===== config.mk =====
export PLATFORM = sky130hd
export DESIGN_NAME = keypad_scanner
export DESIGN_NICKNAME = d
export VERILOG_FILES = /design/src/rtl/watch_pkg.sv /design/src/rtl/keypad_scanner_stable_counter.sv /design/src/rtl/keypad_scanner.sv
export SDC_FILE = /design/constraint.sdc
export NUM_CORES = 1
export LEC_CHECK = 0
export ABC_AREA = 1
export CORE_ASPECT_RATIO = 1.25
export CORE_MARGIN = 2
export CORE_UTILIZATION = 45
export CTS_CLUSTER_DIAMETER = 60
export DETAILED_ROUTE_END_ITERATION = 16
export PLACE_DENSITY = 0.74
export REMOVE_ABC_BUFFERS = 1
export SLEW_MARGIN = 10
export SYNTH_ARGS = -nofsm -noshare
export SYNTH_HDL_FRONTEND = slang
export SYNTH_SLANG_ARGS = --single-unit

===== constraint.sdc =====
create_clock -name clk -period 2.48 [get_ports clk]
set_input_delay 0.372 -clock clk [delete_from_list [all_inputs] [get_ports clk]]
set_output_delay 0.372 -clock clk [all_outputs]
set_load 0.02 [all_outputs]

===== src/rtl/watch_pkg.sv =====
// Shared constants and key-matrix helpers for the watch keypad front end.
package watch_pkg;

    localparam int NUM_DIGITS = 10;
    localparam int NUM_COLS   = 3;
    localparam int NUM_ROWS   = 4;

    localparam logic [3:0] KEY_STAR = 4'd10;
    localparam logic [3:0] KEY_HASH = 4'd11;

    localparam logic [1:0] ST_SCAN     = 2'd0;
    localparam logic [1:0] ST_DEBOUNCE = 2'd1;
    localparam logic [1:0] ST_PRESSED  = 2'd2;

    // True when exactly one row line is pulled low.
    function automatic logic single_low(input logic [NUM_ROWS-1:0] row);
        return $countones(~row) == 1;
    endfunction

    function automatic logic [1:0] low_index(input logic [NUM_ROWS-1:0] row);
        logic [1:0] idx;
        idx = '0;
        for (int i = 0; i < NUM_ROWS; i++) begin
            if (!row[i]) idx = 2'(i);
        end
        return idx;
    endfunction

    // Rows 0..2 carry digits 1..9; row 3 is '*', '0', '#'.
    function automatic logic [3:0] key_map(input logic [1:0] row_idx, input logic [1:0] col_idx);
        logic [3:0] code;
        if (row_idx == 2'd3) begin
            case (col_idx)
                2'd0:    code = KEY_STAR;
                2'd1:    code = 4'd0;
                default: code = KEY_HASH;
            endcase
        end else begin
            code = 4'(row_idx) * 4'd3 + 4'(col_idx) + 4'd1;
        end
        return code;
    endfunction

    function automatic logic [NUM_DIGITS-1:0] digit_onehot(input logic [3:0] code);
        logic [NUM_DIGITS-1:0] oh;
        oh = '0;
        for (int i = 0; i < NUM_DIGITS; i++) begin
            oh[i] = (code == 4'(i));
        end
        return oh;
    endfunction

endpackage


===== src/rtl/keypad_scanner_stable_counter.sv =====
// Saturating run-length counter; done flags the DEBOUNCE-th consecutive matching cycle.
module kp_stable_counter #(
    parameter int DEBOUNCE = 20
) (
    input  logic clk,
    input  logic rst,
    input  logic match,
    input  logic clear,
    output logic done
);

    localparam int CW = (DEBOUNCE > 2) ? $clog2(DEBOUNCE) : 1;
    localparam logic [CW-1:0] CNT_MAX = CW'(DEBOUNCE - 1);

    logic [CW-1:0] count;

    always_ff @(posedge clk) begin
        if (rst || clear || !match) begin
            count <= '0;
        end else if (count != CNT_MAX) begin
            count <= count + 1'b1;
        end
    end

    assign done = match && (count == CNT_MAX);

endmodule


===== src/rtl/keypad_scanner.sv =====
// 3x4 key matrix scanner: column scan, single-key debounce, one-hot digit and function outputs.
module keypad_scanner
    import watch_pkg::*;
#(
    parameter int SCAN_DWELL = 4,
    parameter int DEBOUNCE   = 20
) (
    input  logic       clk,
    input  logic       rst,
    input  logic [3:0] key_row,
    output logic [2:0] key_col,
    output logic [9:0] keypad,
    output logic [1:0] key_func,
    output logic [3:0] key_code,
    output logic       key_valid
);

    // state    | meaning
    // SCAN     | rotate columns, sample rows at end of each dwell
    // DEBOUNCE | one key seen, waiting for a stable run on its column
    // PRESSED  | key accepted, outputs held until a stable release

    localparam int DW = $clog2(SCAN_DWELL);
    localparam logic [DW-1:0] DWELL_LAST = DW'(SCAN_DWELL - 1);

    logic [NUM_ROWS-1:0] row_m;
    logic [NUM_ROWS-1:0] row_s;
    logic [NUM_ROWS-1:0] row_cap;
    logic [1:0]          col_idx;
    logic [1:0]          col_next;
    logic [1:0]          state;
    logic [DW-1:0]       dwell;
    logic [3:0]          code_now;
    logic                cnt_match;
    logic                cnt_clear;
    logic                cnt_done;

    always_ff @(posedge clk) begin
        if (rst) begin
            row_m <= '1;
            row_s <= '1;
        end else begin
            row_m <= key_row;
            row_s <= row_m;
        end
    end

    assign col_next = (col_idx == 2'(NUM_COLS - 1)) ? 2'd0 : col_idx + 2'd1;
    assign key_col  = ~(3'b001 << col_idx);
    assign code_now = key_map(low_index(row_cap), col_idx);

    always_comb begin
        cnt_match = 1'b0;
        case (state)
            ST_DEBOUNCE: cnt_match = (row_s == row_cap);
            ST_PRESSED:  cnt_match = (row_s == '1);
            default:     cnt_match = 1'b0;
        endcase
    end

    // The same counter times both press and release; it restarts on every phase change.
    assign cnt_clear = (state == ST_SCAN) || cnt_done;

    kp_stable_counter #(
        .DEBOUNCE(DEBOUNCE)
    ) u_stable (
        .clk  (clk),
        .rst  (rst),
        .match(cnt_match),
        .clear(cnt_clear),
        .done (cnt_done)
    );

    always_ff @(posedge clk) begin
        if (rst) begin
            state     <= ST_SCAN;
            col_idx   <= '0;
            dwell     <= '0;
            row_cap   <= '1;
            keypad    <= '0;
            key_func  <= '0;
            key_code  <= '0;
            key_valid <= 1'b0;
        end else begin
            key_valid <= 1'b0;
            case (state)
                ST_SCAN: begin
                    if (dwell == DWELL_LAST) begin
                        dwell <= '0;
                        if (single_low(row_s)) begin
                            row_cap <= row_s;
                            state   <= ST_DEBOUNCE;
                        end else begin
                            col_idx <= col_next;
                        end
                    end else begin
                        dwell <= dwell + 1'b1;
                    end
                end
                ST_DEBOUNCE: begin
                    if (!cnt_match) begin
                        state   <= ST_SCAN;
                        col_idx <= col_next;
                    end else if (cnt_done) begin
                        state     <= ST_PRESSED;
                        key_code  <= code_now;
                        key_valid <= 1'b1;
                        if (code_now == KEY_STAR) begin
                            key_func <= 2'b01;
                        end else if (code_now == KEY_HASH) begin
                            key_func <= 2'b10;
                        end else begin
                            keypad <= digit_onehot(code_now);
                        end
                    end
                end
                ST_PRESSED: begin
                    if (cnt_done) begin
                        keypad   <= '0;
                        key_func <= '0;
                        col_idx  <= col_next;
                        state    <= ST_SCAN;
                    end
                end
                default: state <= ST_SCAN;
            endcase
        end
    end

endmodule


# ---- Word-level counts from Yosys, hierarchy flattened
# Cells that the tools add are included.
dict set report totals {
  register_bits 40
  latch_bits 0
  ram_bits 0
  rom_bits 0
  input_bits 6
  output_inout_bits 20
  wordCells 106
  n_memories 0
}
dict set report op_classes {
  addsub 8
  mul 1
  n_div 0
  magnitude_cmp 0
  n_eq_ne 33
  shifts 1
  mux 31
  bitwise 4
  reduce_logical 17
}
# cell n
set ops {}
lappend ops {{10-bit two-way mux} 5}
lappend ops {{2-bit two-way mux} 17}
lappend ops {{4-bit equality test, second input constant} 5}
lappend ops {{10-bit one-hot mux with 2 select lines} 1}
lappend ops {{4-bit by 3-bit equality test with 1-bit output, second input constant} 4}
lappend ops {{2-bit inequality test, second input constant} 6}
lappend ops {{2-bit one-hot mux with 3 select lines} 2}
lappend ops {{5-bit AND reduction} 2}
lappend ops {{2-bit equality test, second input constant} 4}
lappend ops {{4-bit by 2-bit equality test with 1-bit output, second input constant} 2}
lappend ops {{4-bit one-hot mux with 2 select lines} 1}
lappend ops {{2-bit by 1-bit inequality test with 1-bit output, second input constant} 3}
lappend ops {{3-bit inequality test, second input constant} 2}
lappend ops {{3-bit AND reduction} 2}
lappend ops {{6-bit AND reduction} 1}
lappend ops {{5-bit by 1-bit adder with 5-bit output, second input constant} 1}
lappend ops {{5-bit equality test, second input constant} 1}
lappend ops {{5-bit inequality test, second input constant} 1}
lappend ops {{1-bit by 1-bit adder with 2-bit output} 2}
lappend ops {{2-bit by 1-bit adder with 2-bit output, second input constant} 2}
lappend ops {{4-bit by 1-bit adder with 4-bit output, second input constant} 1}
lappend ops {{4-bit by 2-bit adder with 4-bit output} 1}
lappend ops {{2-bit by 1-bit equality test with 1-bit output, second input constant} 2}
lappend ops {{4-bit by 1-bit equality test with 1-bit output, second input constant} 1}
lappend ops {{21 further kinds} 26}

# ---- Logic depth before layout (Yosys ltp)
dict set report logic_depth {
  depth_word 13
  depth_mapped 16
  mapped_depth_nobuf 16
}

# ---- By module
# Synthesis repeated with hierarchy kept, for this count alone.
dict set report unflattened {
  hier_cells 295
  hier_area_um2 2179.6
}
# mod instances cells_each area_per_inst_um2 seq_area_each_um2
set modules_own_cells {}
lappend modules_own_cells {keypad_scanner 1 254 1903.1 700.7}
lappend modules_own_cells {kp_stable_counter 1 41 276.5 100.1}

# ---- Worst setup path after synthesis
# No wires, ideal clock.
dict set report synth_timing {
  path_kind {register -> register}
  start {register row_cap[2]}
  end {register keypad[6]}
  t_arrival_ns 2.615
  required_time_ns 2.416
  slack_ns -0.199
  stages_incl_launch_ff 14
  path_buffers 1
  cell_sequence {dfxtp_1 -> inv_1 -> o21ai_0 -> fa_1 -> inv_1 -> fa_1 -> o21ai_2 -> nand3_1 -> nand3_1 -> nand2_1 -> buf_4 -> nand4_1 -> nand2_1 -> nor2_1}
}
dict set report synth_between {
  elab_chain_cells 12
  word_cells_on_any_way 24
}
# item line
set synth_lines {}
lappend synth_lines {{from (decl)} keypad_scanner.sv:28} ;# logic [NUM_ROWS-1:0] row_cap;
lappend synth_lines {{from (signal assigned)} keypad_scanner.sv:91} ;# row_cap <= row_s;
lappend synth_lines {{2-bit two-way mux (2 in a row)} watch_pkg.sv:24} ;# if (!row[i]) idx = 2'(i);
lappend synth_lines {{2-bit by 2-bit multiplier with 4-bit output} watch_pkg.sv:39} ;# code = 4'(row_idx) * 4'd3 + 4'(col_idx) + 4'd1;
lappend synth_lines {{4-bit by 2-bit adder with 4-bit output} watch_pkg.sv:39}
lappend synth_lines {{4-bit by 1-bit adder with 4-bit output} watch_pkg.sv:39}
lappend synth_lines {{4-bit two-way mux} watch_pkg.sv:32} ;# if (row_idx == 2'd3) begin
lappend synth_lines {{4-bit by 3-bit equality test with 1-bit output} watch_pkg.sv:48} ;# oh[i] = (code == 4'(i));
lappend synth_lines {{10-bit two-way mux} keypad_scanner.sv:110} ;# end else if (code_now == KEY_HASH) begin
lappend synth_lines {{10-bit two-way mux} keypad_scanner.sv:108} ;# if (code_now == KEY_STAR) begin
lappend synth_lines {{10-bit two-way mux} keypad_scanner.sv:104} ;# end else if (cnt_done) begin
lappend synth_lines {{10-bit two-way mux} keypad_scanner.sv:101} ;# if (!cnt_match) begin
lappend synth_lines {{10-bit one-hot mux with 2 select lines} keypad_scanner.sv:86} ;# case (state)
lappend synth_lines {{to (signal assigned)} keypad_scanner.sv:113} ;# keypad <= digit_onehot(code_now);
lappend synth_lines {{to (decl)} keypad_scanner.sv:12} ;# output logic [9:0] keypad,
# Several ways; a longest one is shown, not always the timed one. The select of a mux whose other input is x is not followed.
# A chain may end at the register's enable or synchronous reset.

# ---- Worst setup path in the final report
dict set report layout_timing {
  start {register row_cap[2]}
  end {register keypad[7]}
}
# The elaborated chain is that of the path after synthesis.

==> out/metrics.yaml <==
status:
  outcome: "finished, violations left"
  violations: "setup timing"
route:
  dr.pass1.iters: 4
  antenna_left: 0
  drt-wirelength-per-cell_um: 10.6
  postRouteWirelength_um: 4290
  avgViaCountPerCell: 4.88
  drc: 0
  drt_iter0_drc: 67
  route.vias.total: 1968
setup_path:
  path_class: "flop to flop"
  setup.worst_path.start: "row_cap[2]"
  critPathSlowestCell: "fa_1"
  slowest_delay_ps: 450
  r2r_setup_slack_ps: -10
  endpoint_kind: "flop"
  cp-endpoint: "keypad[7]"
  critPathLaunchType: "flop"
  worstPathArrival_ps: 2730
  r2r-end: "keypad[7]"
  r2r_cells: 14
  r2r-start: "row_cap[2]"
  critical_path.max_fanout: 5
  path_cells: "inv_2 > o21ai_2 > fa_1 > inv_2 > fa_2 > o21ai_2 > nand3_2 > nand3_2 > nand2_4 > buf_4 > buf_12 > nand4_1 > nand2_1 > nor2_1"
  crit_required_ps: 2710
grt:
  grt_pass1_wl_um: 7560
  grt_usage: 0.184
  grt_max_degree: 17
  first_global_vias: 1861
  antenna_found_initial: 0
  grt_overflow: 0
clock_tree:
  cts_root_buf: "clkbuf_8"
  htree_levels: 2
  path_clk_slew_ps: 80
  cts_hold_buf: 0
  cts.path.max_buffers: 2
  cts_buffers: 5
  cts_tree: "yes"
  cts_sinks: 40
  insertion_delay_ps: 290
finish:
  fin_nets: 364
  fill_cells: 452
  syn_to_final_growth_pct: 30.2
  final_cells: 403
  design_area_sq_mm: 0.00278
  layout-drive-gt1-share: 0.236
  antennaDiodeCount: 0
sta:
  finalHoldViolCount: 0
  finalCritPeriodShare: 1.00
  rsz0062_at_grt: "true"
  max_freq_mhz: 401
  worst_slew_pin_slew_ps: 415
  fin_skew_ps: 3.86
  drv_slew: 0
  setup_viol: 2
  period_minus_slack_ps: 2490
  setup_ws_ps: -12.1
  slew_headroom: 0.723
pwr:
  power_leakage_uw: 0.00126
  swShare: 0.424
  p_per_area_mw_per_mm2: 1000
  finalPower_uw: 2790
  switching_power_uw: 1180
  ir_drop_uv: 444
  clockPowerShare: 0.146
  internal_power_uw: 1610
  pwr-share-seq: 0.305
  combPwrFrac: 0.549
placement:
  post_dp_cell_area_sq_mm: 0.00256
  place.port_buffers: 25
  dpl.hpwl_um: 3240
  gp_congestion: 0.861
  dp_cells: 388
synth:
  synth_xor_area_frac: 0.00820
  synth_area_leaders: "dfxtp_1 (37%), nand2_1 (11%), nor2_1 (9.1%), ha_1 (7.0%), inv_1 (5.4%)"
  yosys.area_share.adder: 0.0984
  synth_top_family_by_area: "simple AND/OR/NAND/NOR gates"
  yosys.cell_types.count: 30
  yosysTopAreaCell: "dfxtp_1"
  synthSimpleGateAreaFrac: 0.353
  syn_inst: 293
  synth_compound_area_frac: 0.0826
  ys_seq_area_frac: 0.375
  syn-cell-area_sq_mm: 0.00214
  synth_mux_area_frac: 0
  synth_top_cell_area_share: 0.375
  ys_ff_latch: 40
  synth_warnings: 0
  avgSynthCellArea_sq_um: 7.29
floorplanning:
  ioPinCount: 26
  start_util: 0.459
  fp.dieW_um: 65.6
  rows: 28
  die_h_um: 81.0
  die-area_sq_mm: 0.00532
  core_region_area_sq_mm: 0.00466
min_path:
  min_path_type: "flop to flop"
run:
  max_cap_viol_count: 0
## metal layers
layer / global-route usage / vias to the layer above / wire length [um]
li1: - / 1030 / -
met4: 0.0875 / 0 / 108
met2: 0.364 / 38 / 2350
met5: 0 / - / 0
met3: 0.0388 / 9 / 140
met1: 0.176 / 891 / 1690
## flip-flops by register name (all words and copies together) (netlist names)
signal	count
u_stable.count	5
state	2
dwell	2
row_m	4
key_valid	1
col_idx	2
keypad	10
row_cap	4
key_code	4
row_s	4
key_func	2
## through the flow
stage               TNS, ps  hold slack, ps  setup WS, ps  utilization
floorplan             -3490             389          -330            -
global placement      -1070             391          -104        0.549
detailed placement    -1890             399          -192        0.549
CTS                       0             419         0.589        0.591
global route          -2000             434          -212        0.597
finish                -15.3             415         -12.1        0.597
## cell usage after synthesis (all sizes together)
library cell,n
buf,4
xnor2,1
inv,36
or2,9
nor3,2
nor2,58
clkbuf,3
nand4,12
a21oi,11
nand2,69
nand3,10
o21ai,14
dfxtp,40
fa,3
o211ai,4
nand3b,2
a211oi,1
xor2,1
ha,12
a31oi,1
## worst max-delay path: cells and delay by family (launching register included)
kind | cells | cell delay (ps)
compound gates | 2 | 340
buf+inv | 4 | 380
flops | 1 | 350
simple gates | 6 | 480
fa+ha+maj | 2 | 870
## power groups by stage
stage                     Sequential [uW]  Combinational, uW  Clock [uW]
after global placement                855               1340           0
final                                 853               1530         408
after detailed placement              860               1360           0
after global routing                  867               1720         440
after CTS                             847               1520         425
after floorplan                       949                835           0
## layout by cell type, fill, tap and decap left out
master and instances:
nand2_1 60, nor2_1 47, dfxtp_1 38, inv_1 26
clkdlybuf4s50_1 25, buf_4 21, nand4_1 12, ha_1 12
a21oi_1 11, o21ai_0 10, inv_2 9, or2_2 9
nor2_2 8, nand3_2 5, nand2_2 5, nand3_1 5
clkbuf_8 5, nand2_4 4, o211ai_1 4, o21ai_2 3
nor2_4 3, nand3b_1 2, nor3_1 2, fa_1 2
buf_12 2, dfxtp_2 2, inv_8 1, nor2_8 1
a31oi_1 1, o21ai_1 1, xor2_1 1, a211oi_1 1
xnor2_1 1, fa_2 1, clkbuf_1 1, clkinv_2 1
buf_6 1
## how the worst min path moves through the flow
stage                     cells after the start       end  startpoint
final                                         1  row_s[2]    row_m[2]
after floorplan                               1  row_s[0]    row_m[0]
after global routing                          1  row_s[2]    row_m[2]
after CTS                                     1  row_s[2]    row_m[2]
after global placement                        1  row_s[2]    row_m[2]
after detailed placement                      1  row_s[0]    row_m[0]
## timing repair
action                                  CTS  global route
hold endpoints to repair                  0             0
endpoints found under the setup margin   12            14
gates resized for setup                  15            15
buffers inserted                          4             3
pin swaps                                10            15
gates cloned                              2             0
## cell families (layout without fill, tap and decap cells)
logic type                 Yosys count  after routing
AOI/OAI and AO/OA                   31             31
buffers and inverters               43             92
and+or+nand+nor                    162            163
adders and majority gates           15             15
xor gates and xnor gates             2              2
DFF                                 40             40
## final cells by class
type | instances | area (sq um) | share of cell area
Clock buffer | 6 | 72.6 | 0.0261
Timing Repair Buffer | 49 | 459 | 0.165
Inverter | 36 | 143 | 0.0513
Sequential cell | 40 | 803 | 0.289
Multi-Input combinational cell | 211 | 1220 | 0.440
Clock inverter | 1 | 5.00 | 0.00180
Tap cell | 60 | 75.1 | 0.0270
(Power assumes the default switching activity.)
